===== src/rtl/bus_pkg.sv =====
// Shared encodings for the three-way bus arbiter: mux select codes, FSM states
// and the index-to-grant decode.
package bus_pkg;

   localparam int NUM_REQ = 3;

   localparam logic [1:0] SEL_A = 2'h0;
   localparam logic [1:0] SEL_B = 2'h1;
   localparam logic [1:0] SEL_C = 2'h2;

   typedef enum logic {
      IDLE = 1'b0,
      OWN  = 1'b1
   } state_e;

   function automatic logic [NUM_REQ-1:0] onehot3(input logic [1:0] idx);
      logic [NUM_REQ-1:0] oh;
      case (idx)
         SEL_A:   oh = 3'b001;
         SEL_B:   oh = 3'b010;
         SEL_C:   oh = 3'b100;
         default: oh = 3'b000;
      endcase
      return oh;
   endfunction

endpackage


===== src/rtl/bus_arbiter_if.sv =====
// Request/grant bundle between the arbiter (master side) and the requesters
// (slave side).
interface bus_arbiter_if;

   logic [bus_pkg::NUM_REQ-1:0] Req;
   logic [bus_pkg::NUM_REQ-1:0] Grant;
   logic [1:0]                  Select;
   logic                        Busy;
   logic                        Timeout;

   modport master (
      input  Req,
      output Grant,
      output Select,
      output Busy,
      output Timeout
   );

   modport slave (
      output Req,
      input  Grant,
      input  Select,
      input  Busy,
      input  Timeout
   );

endinterface


===== src/rtl/bus_arbiter_rr_pick3.sv =====
// Combinational round-robin picker: first set request scanning from the
// requester after LastOwner, wrapping modulo three.
module rr_pick3
   import bus_pkg::*;
(
   input  logic [NUM_REQ-1:0] Req,
   input  logic [1:0]         LastOwner,
   output logic [1:0]         Pick,
   output logic               Valid
);

   logic [1:0] ord0, ord1, ord2;

   always_comb begin
      case (LastOwner)
         SEL_A:   begin ord0 = SEL_B; ord1 = SEL_C; ord2 = SEL_A; end
         SEL_B:   begin ord0 = SEL_C; ord1 = SEL_A; ord2 = SEL_B; end
         default: begin ord0 = SEL_A; ord1 = SEL_B; ord2 = SEL_C; end
      endcase
   end

   always_comb begin
      Pick  = SEL_A;
      Valid = 1'b1;
      if (Req[ord0])      Pick = ord0;
      else if (Req[ord1]) Pick = ord1;
      else if (Req[ord2]) Pick = ord2;
      else                Valid = 1'b0;
   end

endmodule


===== src/rtl/bus_arbiter.sv =====
// Round-robin owner FSM for the shared 16-bit bus: one idle turnaround cycle
// between owners and a hold limit that only bites while someone else waits.
module bus_arbiter
   import bus_pkg::*;
#(
   parameter int MAX_HOLD = 8,
   parameter int CNT_W    = 4
) (
   input logic           Clk,
   input logic           Reset_n,
   bus_arbiter_if.master bus
);

   localparam logic [CNT_W-1:0] HOLD_LAST = CNT_W'(MAX_HOLD - 1);

   state_e               state_q, state_d;
   logic [1:0]           last_q, last_d;
   logic [CNT_W-1:0]     cnt_q, cnt_d;
   logic [NUM_REQ-1:0]   grant_q, grant_d;
   logic [1:0]           select_q, select_d;
   logic                 busy_q, busy_d;
   logic                 timeout_q, timeout_d;

   logic [1:0]           pick;
   logic                 pick_vld;
   logic                 owner_req;
   logic                 others_req;
   logic                 preempt;

   rr_pick3 u_pick (
      .Req       (bus.Req),
      .LastOwner (last_q),
      .Pick      (pick),
      .Valid     (pick_vld)
   );

   assign owner_req  = bus.Req[select_q];
   assign others_req = |(bus.Req & ~grant_q);
   // A dropping owner always wins over the hold limit, so Timeout stays quiet then.
   assign preempt    = owner_req && (cnt_q == HOLD_LAST) && others_req;

   always_ff @(posedge Clk or negedge Reset_n) begin
      if (!Reset_n) begin
         state_q   <= IDLE;
         last_q    <= SEL_C;
         cnt_q     <= '0;
         grant_q   <= '0;
         select_q  <= SEL_A;
         busy_q    <= 1'b0;
         timeout_q <= 1'b0;
      end else begin
         state_q   <= state_d;
         last_q    <= last_d;
         cnt_q     <= cnt_d;
         grant_q   <= grant_d;
         select_q  <= select_d;
         busy_q    <= busy_d;
         timeout_q <= timeout_d;
      end
   end

   always_comb begin
      state_d = state_q;
      case (state_q)
         IDLE:    if (pick_vld) state_d = OWN;
         OWN:     if (!owner_req || preempt) state_d = IDLE;
         default: state_d = IDLE;
      endcase
   end

   always_comb begin
      grant_d   = '0;
      select_d  = SEL_A;
      busy_d    = 1'b0;
      timeout_d = 1'b0;
      cnt_d     = cnt_q;
      last_d    = last_q;
      case (state_q)
         IDLE: begin
            if (pick_vld) begin
               grant_d  = onehot3(pick);
               select_d = pick;
               busy_d   = 1'b1;
               cnt_d    = '0;
               last_d   = pick;
            end
         end
         OWN: begin
            if (!owner_req) begin
               cnt_d = '0;
            end else if (preempt) begin
               cnt_d     = '0;
               timeout_d = 1'b1;
            end else begin
               grant_d  = grant_q;
               select_d = select_q;
               busy_d   = 1'b1;
               cnt_d    = (cnt_q == HOLD_LAST) ? cnt_q : cnt_q + 1'b1;
            end
         end
         default: ;
      endcase
   end

   assign bus.Grant   = grant_q;
   assign bus.Select  = select_q;
   assign bus.Busy    = busy_q;
   assign bus.Timeout = timeout_q;

endmodule

===== src/flat_wrapper.sv =====
// flat-port wrapper written by rule: the top's interface ports become plain ports
module bus_arbiter_flat import bus_pkg::*;
#(
   parameter int MAX_HOLD = 8,
   parameter int CNT_W    = 4
)
  (Clk, Reset_n, bus_Req, bus_Grant, bus_Select, bus_Busy, bus_Timeout);
  bus_arbiter_if bus_i ();
  input logic Clk;
  input logic Reset_n;
  input wire logic [$bits(bus_i.Req)-1:0] bus_Req;
  output wire logic [$bits(bus_i.Grant)-1:0] bus_Grant;
  output wire logic [$bits(bus_i.Select)-1:0] bus_Select;
  output wire logic [$bits(bus_i.Busy)-1:0] bus_Busy;
  output wire logic [$bits(bus_i.Timeout)-1:0] bus_Timeout;
  assign bus_i.Req = bus_Req;
  assign bus_Grant = bus_i.Grant;
  assign bus_Select = bus_i.Select;
  assign bus_Busy = bus_i.Busy;
  assign bus_Timeout = bus_i.Timeout;
  bus_arbiter #(.MAX_HOLD(MAX_HOLD), .CNT_W(CNT_W)) u_core (.Clk(Clk), .Reset_n(Reset_n), .bus(bus_i));
endmodule

===== config.mk =====
export PLATFORM = sky130hd
export DESIGN_NAME = bus_arbiter_flat
export DESIGN_NICKNAME = d
export VERILOG_FILES = /design/src/rtl/bus_pkg.sv /design/src/rtl/bus_arbiter_if.sv /design/src/rtl/bus_arbiter_rr_pick3.sv /design/src/rtl/bus_arbiter.sv /design/src/flat_wrapper.sv
export SDC_FILE = /design/constraint.sdc
export NUM_CORES = 1
export LEC_CHECK = 0
export BUFFER_PORTS_ARGS = -buffer_cell sky130_fd_sc_hd__buf_2
export CAP_MARGIN = 0
export CORE_MARGIN = 5
export CORE_UTILIZATION = 40
export CTS_CLUSTER_SIZE = 40
export DETAILED_ROUTE_END_ITERATION = 10
export GPL_TIMING_DRIVEN = 0
export PLACE_DENSITY = 0.61
export SLEW_MARGIN = 30
export SYNTH_ARGS = -nofsm -noshare
export SYNTH_HDL_FRONTEND = slang
export SYNTH_SLANG_ARGS = --single-unit

===== constraint.sdc =====
create_clock -name Clk -period 1.6 [get_ports Clk]
set_input_delay 0.08 -clock Clk [delete_from_list [all_inputs] [get_ports Clk]]
set_output_delay 0.08 -clock Clk [all_outputs]
set_load 0.005 [all_outputs]

==> flow_metrics.env <==
export IMPL_ir_drop_v=0.0008624
export IMPL_synth_edf_count=0
export IMPL_cts_sinks=13
export IMPL_cp_required_ns=1.76
export IMPL_ff2ff_setup_slack_ns=0.15
export IMPL_area_growth_pct=18.49
export IMPL_p_total_mw=1.221
export IMPL_slowest_stage="nor4_1"
export IMPL_overflow=0
export IMPL_ys_types=28
export IMPL_hold_viol_final=0
export IMPL_status="finished clean"
export IMPL_cp_num_buf_inv=0
export IMPL_fin_crit_ns=1.447
export IMPL_r2r_start="u_core.bus.Busy"
export IMPL_synth_xor_area_share_pct=0
export IMPL_synthArstFlopShare_pct=100.0
export IMPL_cpMostUsedCell="o21ai_0"
export IMPL_yosys_area_share_simple_pct=16.98
export IMPL_fillCellCount=159
export IMPL_reg2reg_depth=4
export IMPL_tightest_slew_ns=0.6449
export IMPL_setup_viol=0
export IMPL_regArea_um2=326.6
export IMPL_synth_fp_nets=75
export IMPL_endpoint_kind="flop"
export IMPL_start_util_pct=43.02
export IMPL_slew_headroom_pct=56.61
export IMPL_synthCells=69
export IMPL_slew_viol_final=0
export IMPL_clk_path_buf_depth=2
export IMPL_max_cap_violations=0
export IMPL_synth_mux_area_share_pct=3.019
export IMPL_place_gp_congestion=0.7164
export IMPL_fp_row_count=14
export IMPL_finalClockSkew_ns=0.004521
export IMPL_post_drt_wl_per_cell_um=13.05
export IMPL_ys_ff_latch=13
export IMPL_synth_top_family_by_area="compound AO/OA/AOI/OAI gates"
export IMPL_setup_tns_ns=0
export IMPL_synthAdderAreaFrac_pct=1.887
export IMPL_clockRootBuffer="clkbuf_4"
export IMPL_rsz0062_at_grt="false"
export IMPL_min_period_over_period_pct=90.42
export IMPL_cp_arrival_ns=1.60
export IMPL_crit_chain="nor4_1 -> nor2b_1 -> o21ai_0 -> o21ai_0"
export IMPL_syn_mean_instance_area_um2=9.611
export IMPL_routed_wl_mm=1.331
export IMPL_min_to="u_core.last_q[1]"
export IMPL_cpPeakStageDelay_ns=0.53
export IMPL_whs_path_depth=2
export IMPL_port_buffer_count=11
export IMPL_worstSetupPathType="reg2reg"
export IMPL_clkTransAtPathRegs_ns=0.08
export IMPL_fmax_mhz=691.2
export IMPL_die_w_um=50.72
export IMPL_reg2reg_to="u_core.cnt_q[2]"
export IMPL_drt_iter0_drc=14
export IMPL_grtUsageTotal_pct=10.83
export IMPL_synth_seq_area_share_pct=49.25
export IMPL_hold_class="in2reg"
export IMPL_layout_drive_gt1_share_pct=19.77
export IMPL_grt_pass1_wl_mm=2.221
export IMPL_synthFlopType="dfrtp_1"
export IMPL_holdCritStartpoint="bus_Req[1]"
export IMPL_synth_compound_area_share_pct=24.91
export IMPL_grt_max_degree=14
export IMPL_fp_dieH_um=50.72
export IMPL_start_kind="flop"
export IMPL_nNetsFinal=93
export IMPL_cp_top_family="simple AND/OR/NAND/NOR gates"
export IMPL_multi_input_area_um2=314.1
export IMPL_numCtsBuffers=3
export IMPL_die_area_mm2=0.002572
export IMPL_netlist_area_um2=663.1
export IMPL_drc=0
export IMPL_num_vias=584
export IMPL_power_static_leakage_nw=0.3935
export IMPL_core_mm2=0.001541
export IMPL_routed_via_density=5.725
export IMPL_yosys_warnings=0
export IMPL_cts_tree="yes"
export IMPL_antenna_found_initial=0
export IMPL_htreeDepth=1
export IMPL_ant_nets=0
export IMPL_clkLatencyLatePin_ns=0.27
export IMPL_grt_pass1_vias=522
export IMPL_io_pins=12
export IMPL_final_util_pct=50.97
export IMPL_n_antenna_cell=0
export IMPL_first_pass_iters=4
export IMPL_power_density_mw_per_mm2=1554
export IMPL_cp_max_fo=10
registers in the layout, indices dropped and copies added, names as in the netlist:
| register | flops |
|---|---|
| u_core.bus.Busy | 1 |
| u_core.bus.Grant | 3 |
| u_core.bus.Select | 2 |
| u_core.bus.Timeout | 1 |
| u_core.cnt_q | 4 |
| u_core.last_q | 2 |
final cells by class:
cell class                      count  share of cell area [%]
Tap cell                           16                   2.548
Multi-Input combinational cell     49                   39.97
Sequential cell                    13                   41.56
Timing Repair Buffer               13                   9.236
Inverter                            6                   2.866
Clock buffer                        4                   3.344
Buffer                              1                  0.4777
report_power, final:
| part | switching [mW] | internal [mW] |
|---|---|---|
| clock network | 0.102 | 0.0965 |
| logic | 0.249 | 0.228 |
| registers | 0.100 | 0.445 |
| total | 0.452 | 0.770 |
worst max path at each step:
stage,start,end,slack [ns],cells past startpoint
6_report,u_core.bus.Busy,u_core.cnt_q[2],0.15,4
5_1_grt,u_core.bus.Busy,u_core.cnt_q[2],0.03,4
4_1_cts,u_core.bus.Grant[0],u_core.bus.Grant[0],0.02,4
3_5_place_dp,u_core.bus.Grant[0],u_core.bus.Grant[0],0.05,4
3_3_place_gp,u_core.bus.Grant[0],u_core.bus.Grant[0],0.04,4
2_1_floorplan,u_core.bus.Grant[0],u_core.cnt_q[1],0.18,4
worst reg2reg max path, cell delays in order, from the launching register on:
cell	delay [ns]
dfrtp_1	0.48
nor4_1	0.53
nor2b_1	0.09
o21ai_0	0.15
o21ai_0	0.08
cell families after synthesis:
kind of cell,Yosys count
multiplexers,2
AO/OA/AOI/OAI,25
flip-flops,13
buffers and inverters,7
AND/OR/NAND/NOR,21
adder cells (fa/ha/maj),1
routing by layer:
layer	part of all wire (%)	up-vias	track usage (%)
met1	48	281	15.88
met4	0.60	0	3.830
met3	5.2	2	2.663
met5	0	-	0
li1	-	287	-
met2	46	14	15.29
through the flow:
stage / worst slack, ns / instances / hold slack, ns / instance area, um^2
5_1_grt: 0.03292 / 102 / 0.1179 / 785.8
2_1_floorplan: 0.1774 / 69 / -0.2156 / 663.1
3_5_place_dp: 0.04552 / 96 / -0.02436 / 738.2
3_3_place_gp: 0.03723 / 96 / -0.02146 / 738.2
4_1_cts: 0.02118 / 101 / 0.09015 / 774.5
6_report: 0.1533 / 102 / 0.08513 / 785.8
cells in the final DEF (no fill, tap or decap), types with 3 or more instances in the layout:
master and n:
a21o_1 4, nor2b_1 3, buf_2 11, a21oi_1 4, o21ai_0 7, nor2_1 4
nand2_1 4, dfrtp_1 12, inv_1 6, clkbuf_4 3
repair_timing:
item	in CTS	in global routing
hold buffers	1	0
hold endpoints to repair	13	0
gates resized for setup	0	1
buffers inserted	0	1
endpoints found under the setup margin	0	9
cell usage after synthesis (2+ instances only):
master    number  area [um^2]
a21o_1         4        30.03
a21oi_1        4        20.02
dfrtp_1       12        300.3
inv_1          6        22.52
mux2i_1        2        20.02
nand2_1        4        15.01
nand2b_1       2        12.51
nand3_1        2        10.01
nor2_1         4        15.01
nor2b_1        3        18.77
nor3_1         2        10.01
o21a_1         2        15.01
o21ai_0        7        35.03
(Power assumes the default switching activity.)
